File: src/rtl/uart_tx_queue.sv
// uart_tx_queue: byte FIFO plus send/tx_done handshake sequencer feeding a UART transmitter.
//
// Ports:
//   clk      - block clock, all logic on posedge
//   reset    - synchronous, active-high reset
//   wr_en    - write strobe, one byte per cycle while high
//   wr_data  - byte to enqueue
//   clr_ovf  - clears the overflow and timeout sticky flags
//   full     - FIFO holds DEPTH entries
//   empty    - FIFO holds no entries
//   count    - current occupancy
//   overflow - sticky, a write was dropped
//   timeout  - sticky, a byte was abandoned while requesting
//   send     - level request to the transmitter (registered)
//   to_send  - byte being transmitted (registered, stable for the frame)
//   tx_done  - transmitter idle (high) / busy (low)
//
// Optional macro UART_TX_QUEUE_SYNC_EN: passes tx_done through a 2-flop
// synchronizer (reset to 1) for transmitters running on another clock.
module uart_tx_queue #(
    parameter int DEPTH       = 16,
    parameter int ACK_TIMEOUT = 4096
) (
    input  logic                       clk,
    input  logic                       reset,
    input  logic                       wr_en,
    input  logic [7:0]                 wr_data,
    input  logic                       clr_ovf,
    output logic                       full,
    output logic                       empty,
    output logic [$clog2(DEPTH+1)-1:0] count,
    output logic                       overflow,
    output logic                       timeout,
    output logic                       send,
    output logic [7:0]                 to_send,
    input  logic                       tx_done
);
    localparam int AW = $clog2(DEPTH);
    localparam int CW = $clog2(DEPTH + 1);
    localparam int TW = (ACK_TIMEOUT > 1) ? $clog2(ACK_TIMEOUT) : 1;

    typedef enum logic [1:0] {IDLE, REQ, BUSY} state_t;

    state_t          state;
    logic [7:0]      mem [DEPTH];
    logic [AW-1:0]   wr_ptr;
    logic [AW-1:0]   rd_ptr;
    logic [TW-1:0]   tmo_cnt;
    logic            tx_done_s;
    logic            pop;
    logic            push;
    logic            tmo_hit;

`ifdef UART_TX_QUEUE_SYNC_EN
    logic [1:0] sync;
    always_ff @(posedge clk)
        sync <= reset ? 2'b11 : {sync[0], tx_done};
    assign tx_done_s = sync[1];
`else
    assign tx_done_s = tx_done;
`endif

    assign empty   = count == CW'(0);
    assign full    = count == CW'(DEPTH);
    assign pop     = state == IDLE && !empty && tx_done_s;
    // A full FIFO still accepts a write when the FSM frees a slot in the same cycle.
    assign push    = wr_en && (!full || pop);
    assign tmo_hit = ACK_TIMEOUT != 0 && tmo_cnt == TW'(ACK_TIMEOUT - 1);

    always_ff @(posedge clk)
        if (push)
            mem[wr_ptr] <= wr_data;

    always_ff @(posedge clk) begin
        if (reset) begin
            wr_ptr   <= '0;
            rd_ptr   <= '0;
            count    <= '0;
            overflow <= 1'b0;
        end else begin
            wr_ptr   <= push ? wr_ptr + AW'(1) : wr_ptr;
            rd_ptr   <= pop ? rd_ptr + AW'(1) : rd_ptr;
            count    <= count + CW'(push) - CW'(pop);
            // A new drop in the same cycle as clr_ovf keeps the flag set.
            overflow <= (wr_en && full && !pop) || (overflow && !clr_ovf);
        end
    end

    always_ff @(posedge clk) begin
        if (reset) begin
            state   <= IDLE;
            send    <= 1'b0;
            to_send <= 8'h00;
            tmo_cnt <= '0;
            timeout <= 1'b0;
        end else begin
            timeout <= timeout && !clr_ovf;
            case (state)
                IDLE: if (pop) begin
                    to_send <= mem[rd_ptr];
                    tmo_cnt <= '0;
                    send    <= 1'b1;
                    state   <= REQ;
                end
                REQ: begin
                    tmo_cnt <= tmo_cnt + TW'(1);
                    if (!tx_done_s) begin
                        send  <= 1'b0;
                        state <= BUSY;
                    end else if (tmo_hit) begin
                        send    <= 1'b0;
                        timeout <= 1'b1;
                        state   <= IDLE;
                    end
                end
                BUSY: if (tx_done_s)
                    state <= IDLE;
                default: begin
                    send  <= 1'b0;
                    state <= IDLE;
                end
            endcase
        end
    end
endmodule

File: config.mk
export PLATFORM = sky130hd
export DESIGN_NAME = uart_tx_queue
export DESIGN_NICKNAME = d
export VERILOG_FILES = /design/src/rtl/uart_tx_queue.sv
export SDC_FILE = /design/constraint.sdc
export NUM_CORES = 1
export LEC_CHECK = 0
export CORE_MARGIN = 1
export CORE_UTILIZATION = 57
export DETAILED_ROUTE_END_ITERATION = 8
export GPL_TIMING_DRIVEN = 0
export MAX_ROUTING_LAYER = met4
export PLACE_DENSITY = 0.76
export SYNTH_ARGS = -nofsm -noshare
export SYNTH_HDL_FRONTEND = slang
export SYNTH_SLANG_ARGS = --single-unit
File: constraint.sdc
create_clock -name clk -period 4.35 [get_ports clk]
set_input_delay 0.87 -clock clk [delete_from_list [all_inputs] [get_ports clk]]
set_output_delay 0.87 -clock clk [all_outputs]
set_load 0.005 [all_outputs]
## Word level (Yosys, flattened, before mapping)

Memories as Yosys holds them, arrays and structs flattened. A register that Yosys moved wholly into a read port is not among the register bits.
Cells that the tools add are included.

- Bitwise gates (word level): 1
- Mux-type cells: 16
- Reductions and logical operators: 20
- Eq/ne operators: 7
- $add $sub $neg: 5

Operator list:

| operator | number |
|---|---|
| $pmux 12 s2 | 1 |
| $add 12x1->12 const B | 1 |
| $eq 12x12->1 const B | 1 |
| $mux 12 | 1 |
| $add 4x1->4 const B | 2 |
| $mux 1 | 8 |
| $mux 2 | 4 |
| $logic_and 1x1->1 | 7 |
| $pmux 2 s3 | 1 |
| $reduce_and 3->1 | 2 |
| $add 5x1->5 | 1 |
| $eq 5x5->1 const B | 1 |
| $logic_not 5->1 | 1 |
| $sub 5x1->5 | 1 |
| $logic_not 1->1 | 4 |
| $ne 2x2->1 const B | 2 |
| $reduce_and 2->1 | 2 |
| $ne 3x3->1 const B | 1 |
| $pmux 1 s3 | 1 |
| $eq 2x1->1 const B | 1 |
| $eq 2x2->1 const B | 1 |
| $logic_not 2->1 | 1 |
| $logic_or 1x1->1 | 2 |
| $reduce_bool 2->1 | 1 |
| $not 1->1 | 1 |

- Memories kept: 1
- Bits of input ports: 13
- RAM bits: 128
- Flip-flop bits (word level): 30

Memories:

| name | words | width | rd ports | clocked after memory_dff | write ports | line | source |
|---|---|---|---|---|---|---|---|
| mem | 16 | 8 | 1 | 1 | 1 | 45 | `logic [7:0] mem [DEPTH];` |

## Longest topological paths before layout

- Depth in word-level cells: 8
- Gate-level depth with buffers: 12

## Worst setup path after synthesis

No wires, ideal clock.

- Path type: input -> register
- Start point: input port tx_done
- End point: register count[4]
- Library setup time: 71 ps
- Arrival: 2,792 ps
- Slack: 1,487 ps
- Stages on the path: 7
- Cell sequence: or3b_2 > or3_1 > fa_1 > a21oi_1 > nor2_1 > or3_1 > a21oi_1

- Longest elaborated chain between the ends: 5

RTL lines:

| what | line | source |
|---|---|---|
| from (decl) | 36 | `input logic tx_done` |
| $logic_and 1x1->1 * | 65 | `assign pop = state == IDLE && !empty && tx_done_s;` |
| $logic_or 1x1->1 | 67 | `assign push = wr_en && (!full \|\| pop);` |
| $logic_and 1x1->1 | 67 |  |
| $add 5x1->5 | 83 | `count <= count + CW'(push) - CW'(pop);` |
| $sub 5x1->5 * | 83 |  |
| to (signal assigned) | 83 |  |
| to (decl) | 31 | `output logic [$clog2(DEPTH+1)-1:0] count,` |

Mark *: on every way between the ends. The rest lies on a longest branch, timed or not.
A chain may end at the register's enable or synchronous reset.

## Worst setup path after layout

Ends and elaborated chain as after synthesis.

==> impl_metrics.prom <==
# TYPE chip_impl_metric gauge
chip_impl_metric{name="path_max_fanout",unit=""} 6
chip_impl_metric{name="post_layout_nonfiller_instances",unit=""} 615
chip_impl_info{name="synth_largest_area_cell",value="edfxtp_1"} 1
chip_impl_metric{name="dieArea",unit="mm2"} 0.0123
chip_impl_metric{name="critical_path_buf_inv_count",unit=""} 1
chip_impl_info{name="post_synth_main_area_contributors",value="edfxtp_1 57%, dfxtp_1 11%, mux4_2 11%, mux2i_1 2.5%, ha_1 2.0%"} 1
chip_impl_metric{name="slew_of_the_pin_with_the_lowest_slew_margin",unit="ns"} 0.960
chip_impl_info{name="final_common_cell",value="edfxtp_1"} 1
chip_impl_metric{name="antenna_cells_inserted",unit=""} 0
chip_impl_metric{name="cts-buffers-inserted",unit=""} 17
chip_impl_metric{name="grtUsageTotal",unit="%"} 24.3
chip_impl_info{name="critical_path.startpoint",value="tx_done"} 1
chip_impl_metric{name="design.final.nets",unit=""} 485
chip_impl_metric{name="ctsHtreeMaxLevel",unit=""} 4
chip_impl_info{name="critical_path_class",value="input port to flop"} 1
chip_impl_metric{name="synth_seq_cells",unit=""} 166
chip_impl_metric{name="rows",unit=""} 39
chip_impl_info{name="synth_top_family_by_area",value="multiplexers"} 1
chip_impl_info{name="status",value="complete, no violations"} 1
chip_impl_metric{name="route.antenna.remaining_nets",unit=""} 0
chip_impl_metric{name="final_period_minus_worst_setup_slack",unit="ns"} 3.19
chip_impl_metric{name="vertical_die_dimension",unit="um"} 111
chip_impl_metric{name="drcViolationCount",unit=""} 0
chip_impl_metric{name="power_leakage",unit="nW"} 2.56
chip_impl_metric{name="worst_skew_pair.late_latency",unit="ns"} 0.42
chip_impl_metric{name="area_growth_syn_to_layout",unit="%"} 15.5
chip_impl_metric{name="synthesized_area_fraction_occupied_by_and_or_nand_nor_cells",unit="%"} 8.08
chip_impl_metric{name="overflow",unit=""} 0
chip_impl_metric{name="finalSetupViolations",unit=""} 0
chip_impl_metric{name="core_area",unit="mm2"} 0.0115
chip_impl_metric{name="route.vias.total",unit=""} 3788
chip_impl_metric{name="grt_antenna_before_repair",unit=""} 0
chip_impl_metric{name="report.final.hold_viol_count",unit=""} 0
chip_impl_info{name="cts.root.buffer_cell",value="clkbuf_16"} 1
chip_impl_metric{name="cap_violations",unit=""} 0
chip_impl_info{name="start_point_of_the_worst_hold_path",value="timeout"} 1
chip_impl_metric{name="mappedNetlistNets",unit=""} 434
chip_impl_metric{name="worst_clk_skew",unit="ns"} 0.00822
chip_impl_metric{name="start_util",unit="%"} 58.9
chip_impl_info{name="start_kind",value="input port"} 1
chip_impl_metric{name="drt-pass1-iter-count",unit=""} 5
chip_impl_info{name="mostFrequentLayoutCells",value="128 x edfxtp_1, 38 x dfxtp_1, 32 x mux4_2"} 1
chip_impl_metric{name="synth_compound_area_share",unit="%"} 4.96
chip_impl_info{name="cts_tree",value="done"} 1
chip_impl_metric{name="synthDistinctLibCells",unit=""} 48
chip_impl_metric{name="slowest_delay",unit="ns"} 0.57
chip_impl_metric{name="total_detailed_routing_wirelength",unit="um"} 13700
chip_impl_metric{name="numPlacedInstances",unit=""} 583
chip_impl_metric{name="grt_pass1_vias",unit=""} 3734
chip_impl_metric{name="cts_resized",unit=""} 0
chip_impl_info{name="min-delay-path-class",value="flop to flop"} 1
chip_impl_metric{name="routabilityCongestion",unit=""} 0.809
chip_impl_metric{name="synth_top_area_share",unit="%"} 56.9
chip_impl_info{name="end_kind",value="flop"} 1
chip_impl_metric{name="synth.cell_area",unit="mm2"} 0.00675
chip_impl_metric{name="cts-hold-fix-buffers",unit=""} 0
chip_impl_metric{name="edff_count_synth",unit=""} 128
chip_impl_info{name="reg2reg_from",value="count[3]"} 1
chip_impl_metric{name="area_of_all_sequential_standard_cells",unit="mm2"} 0.00460
chip_impl_metric{name="arrival",unit="ns"} 3.54
chip_impl_metric{name="achievable-frequency",unit="MHz"} 314
chip_impl_metric{name="timing_max_transition_violations_final",unit=""} 0
chip_impl_metric{name="clk_path_buf_depth",unit=""} 2
chip_impl_metric{name="detail_route.vias_per_cell",unit=""} 6.16
chip_impl_metric{name="io-pin-count",unit=""} 31
chip_impl_metric{name="synthAdderAreaFrac",unit="%"} 2.33
chip_impl_info{name="crit_path_cell_trace",value="clkdlybuf4s50_1 -> or3b_2 -> or3_1 -> fa_1 -> a21oi_1 -> nor2_1 -> or3_1 -> a21oi_1"} 1
chip_impl_metric{name="post_synth.cell_area_avg",unit="um2"} 16.5
chip_impl_metric{name="synth_warnings",unit=""} 0
chip_impl_metric{name="placement.io_buffers",unit=""} 30
chip_impl_metric{name="die_x",unit="um"} 111
chip_impl_metric{name="post-dp-hpwl",unit="um"} 8620
chip_impl_metric{name="crit_required",unit="ns"} 4.70
chip_impl_metric{name="yosys-mux-area-fraction",unit="%"} 13.2
chip_impl_metric{name="clk_transition_reported_paths",unit="ns"} 0.06
chip_impl_metric{name="finalCritPeriodShare",unit="%"} 73.3
chip_impl_metric{name="post_synth_xor_area_fraction",unit="%"} 1.30
chip_impl_info{name="critical_path.top_delay_family",value="simple AND/OR/NAND/NOR gates"} 1
chip_impl_info{name="rsz0062_at_grt",value="false"} 1
chip_impl_metric{name="final_layout_size_suffix_gt1_share",unit="%"} 17.8
chip_impl_info{name="crit_path_max_delay_cell_type",value="clkdlybuf4s50_1"} 1
chip_impl_metric{name="synth_sequential_area_ratio",unit="%"} 68.2
chip_impl_info{name="dominantRegCellSynth",value="edfxtp_1"} 1
chip_impl_metric{name="multiInputGateArea",unit="mm2"} 0.00202
chip_impl_metric{name="grt_first_pass_wirelength",unit="um"} 20800
chip_impl_metric{name="n_fill_cell",unit=""} 750
chip_impl_metric{name="max-slew-margin-rel",unit="%"} 36.0
chip_impl_metric{name="number_of_cells_produced_by_synthesis",unit=""} 409
chip_impl_metric{name="clock-sinks",unit=""} 166
chip_impl_metric{name="postCtsSetupBuffers",unit=""} 0
chip_impl_metric{name="setup-tns-final",unit="ns"} 0
chip_impl_metric{name="cellPowerDensity",unit="mW/mm2"} 535
chip_impl_metric{name="irDropWorstVdd",unit="uV"} 430
chip_impl_metric{name="dr.first_iter.drc_count",unit=""} 270
chip_impl_metric{name="grt_start_max_net_pins",unit=""} 17
chip_impl_metric{name="avgRoutedWirePerCell",unit="um"} 22.2
chip_impl_metric{name="asyncSetResetFlopFracSynth",unit="%"} 0
-- cell usage after synthesis, types with 2 or more instances --
cell type	count
dfxtp_1	38
nor2_1	20
inv_1	9
mux2i_1	17
clkbuf_1	9
ha_1	11
mux4_2	32
o21ai_0	6
xnor2_1	6
or3_1	5
a311oi_1	5
o221ai_1	8
nand3b_1	8
nor3_1	6
nand2_1	11
and3_1	15
buf_1	2
a31oi_1	3
a21o_1	4
edfxtp_1	128
nor2b_1	7
nand3_1	7
nand4_1	4
a21oi_1	13
buf_2	9
xor2_1	4
-- stage by stage --
step / power, mW / instance area, um2 / setup WS, ns / hold slack (ns) / utilization [%]
2_1_floorplan: 2.47 / 6750 / 1.49 / 0.455 / -
3_3_place_gp: 2.77 / 7230 / 0.797 / 0.455 / 63.1
3_5_place_dp: 2.80 / 7240 / 0.757 / 0.462 / 63.1
4_1_cts: 4.20 / 7790 / 1.20 / 0.472 / 68.0
5_1_grt: 4.34 / 7800 / 1.09 / 0.507 / 68.0
6_report: 4.17 / 7800 / 1.16 / 0.473 / 68.0
-- tightest hold or removal path: stages, from the launching register on --
cell     delay (ns)
dfxtp_1        0.31
nand2_1        0.06
a21oi_1        0.05
-- registers in the layout, summed over array words and instances, names as in the netlist --
register / cells
to_send: 8
count: 5
mem: 128
send: 1
rd_ptr: 4
state: 2
tmo_cnt: 12
overflow: 1
wr_ptr: 4
timeout: 1
-- report_power, final --
group | internal (mW) | switching [mW] | leakage [nW]
Sequential | 1.80 | 0.0595 | 1.47
Combinational | 0.427 | 0.473 | 0.836
Clock | 0.788 | 0.620 | 0.260
Total | 3.02 | 1.15 | 2.56
-- layer usage --
metal  GRT usage [%]  routed length, um
met2            35.6               6700
met5               -                  0
met4            9.78                180
met1            32.6               5910
met3            6.45                870
-- layout make-up --
class	count	area share [%]
flip-flops and latches	166	59.0
multi-input cells	212	25.9
clock buffers	17	5.45
repair buffers	32	4.01
well taps	143	2.29
clock inverters	14	1.67
plain buffers	21	1.20
inverters	10	0.497
-- cells by family (layout without fill, tap and decap cells) --
family	count (synthesis)	after routing
AO/OA/AOI/OAI	47	47
adder cells (fa/ha/maj)	12	12
buffers and inverters	31	94
XOR/XNOR	10	10
flip-flops	166	166
AND/OR/NAND/NOR	94	94
multiplexers	49	49
-- path summary, 6_finish.rpt --
| path | end | slack [ns] | depth (start not counted) |
|---|---|---|---|
| min reg2reg | timeout | 0.47 | 2 |
| max reg2reg | count[4] | 1.40 | 12 |
| min | timeout | 0.47 | 2 |
| max | count[4] | 1.16 | 8 |
Power figures use the tool's default switching activity.
==> patch, RTL diff (same settings) <==
The parameter `ACK_TIMEOUT` goes from 4096 to 1024.
--- a/src/rtl/uart_tx_queue.sv
+++ b/src/rtl/uart_tx_queue.sv
@@ -20,5 +20,5 @@
 module uart_tx_queue #(
     parameter int DEPTH       = 16,
-    parameter int ACK_TIMEOUT = 4096
+    parameter int ACK_TIMEOUT = 1024
 ) (
     input  logic                       clk,
Function: no difference found for any inputs over 4 cycles, from zero or initial values and one cycle with reset high; that may be too few to reach the edited logic, so the function may still have changed.
==> patch against the original RTL <==
- sequential cell count fell by 2
- area after synthesis shrank 1.3%
- final area decreased by 1.7%
- wire length decreased by 5.5%
- power decreased by 2.4%
- die area down 1.3%
- count of clock-buffer cells in the layout increased by 3
- critical path depth rose by 4
- maximum frequency increased by 6.2%
- worst hold slack worse by 9.7 ps
- setup slack better by 190 ps
- utilization down 0.84 points
- critical endpoint unchanged
- largest cell class unchanged
==> patch: results (changes against the original RTL) <==
Largest cells by area after synthesis: edfxtp_1 58%, dfxtp_1 11%, mux4_2 11%, mux2i_1 2.6%, ha_1 2.1% (was edfxtp_1 57%, dfxtp_1 11%, mux4_2 11%, mux2i_1 2.5%, ha_1 2.0%). The detailed-route wire length was 12910 um (was 13660 um). The first-iteration detailed-routing DRC count is 233 (was 270).

The average cell area after synthesis is 16.54 um^2 (was 16.51 um^2). The clock network power consumption was 1.37 mW (was 1.41 mW). The register area is 0.004564 mm^2 (was 0.004604 mm^2). The fraction of the mapped netlist area in compound gates came out at 4.337% (was 4.965%).

The multi-input combinational cell count is 207 (was 212). The count of cell types in the netlist is 50 (was 48). The number of clock buffer instances in the layout is 20 (was 17). The detail-routed via count per cell is 6.058 (was 6.159). The adder-cell share of the synthesized area is 2.366% (was 2.334%). Status: finished, final reports clean (unchanged).

The delay of the slowest cell on the worst path is 520 ps (was 570 ps). The footprint of the multi-input gates is 0.001961 mm^2 (was 0.002017 mm^2). The clock sink total is 164 (was 166). The clock network contribution to total cell area is 6.963% (was 7.121%).

The count of non-CTS buffers in the layout came out at 48 (was 53). The portion of netlist area occupied by mux cells is 13.54% (was 13.19%). The routability congestion estimate came out at 0.7879 (was 0.8087). The static leakage power is 2.544 nW (was 2.562 nW). The final clock skew is 6.546 ps (was 8.223 ps).

The synthesized netlist net count is 428 (was 434). The arrival time of the worst setup path came out at 3290 ps (was 3540 ps). Largest registers in the final layout: mem (128), tmo_cnt (10), to_send (8) (was mem (128), tmo_cnt (12), to_send (8)). The count of filler cells inserted in the layout is 807 (was 750). The half-perimeter wire length of the detailed placement result is 8386 um (was 8619 um). The worst-case setup slack after placement came out at 941.6 ps (was 756.5 ps).

Most instantiated cells after synthesis: 128 x edfxtp_1, 36 x dfxtp_1, 32 x mux4_2 (was 128 x edfxtp_1, 38 x dfxtp_1, 32 x mux4_2). The via count of the first global-routing pass came out at 3516 (was 3734). The worst slew margin relative to its limit is 40.11% (was 36.02%).
[patch: cell types whose count changed in the layout (fill, tap and decap cells not counted), moves of 3 or more]
cell,change
nand4_1,-3
nand3_1,+9
clkbuf_1,+3
a21oi_1,-3
buf_2,-3
a21o_1,-3
inv_1,+3
nand3b_1,-8
[patch: metrics by stage]
step / utilization (%) / power [mW] / instance area [um^2] / hold slack (ps)
floorplan: - / 2.435 / 6664 / 455.2
global placement: 62.47 / 2.715 / 7133 / 449.4
detailed placement: 62.47 / 2.748 / 7133 / 454.7
CTS: 67.15 / 4.094 / 7667 / 462.8
global route: 67.19 / 4.231 / 7672 / 512.0
finish: 67.19 / 4.072 / 7672 / 463.4
[patch: worst paths after layout]
check,endpoint,slack (ps),depth (start not counted)
min,timeout,460,2
min reg2reg,timeout,460,2
max,count[4],1350,12
max reg2reg,count[4],1370,14
[patch: layer usage]
layer | global-route usage [%] | share of wire, %
met1 | 33.26 | 44
met2 | 35.22 | 48
met3 | 5.703 | 6.0
met4 | 9.680 | 1.8
met5 | - | 0
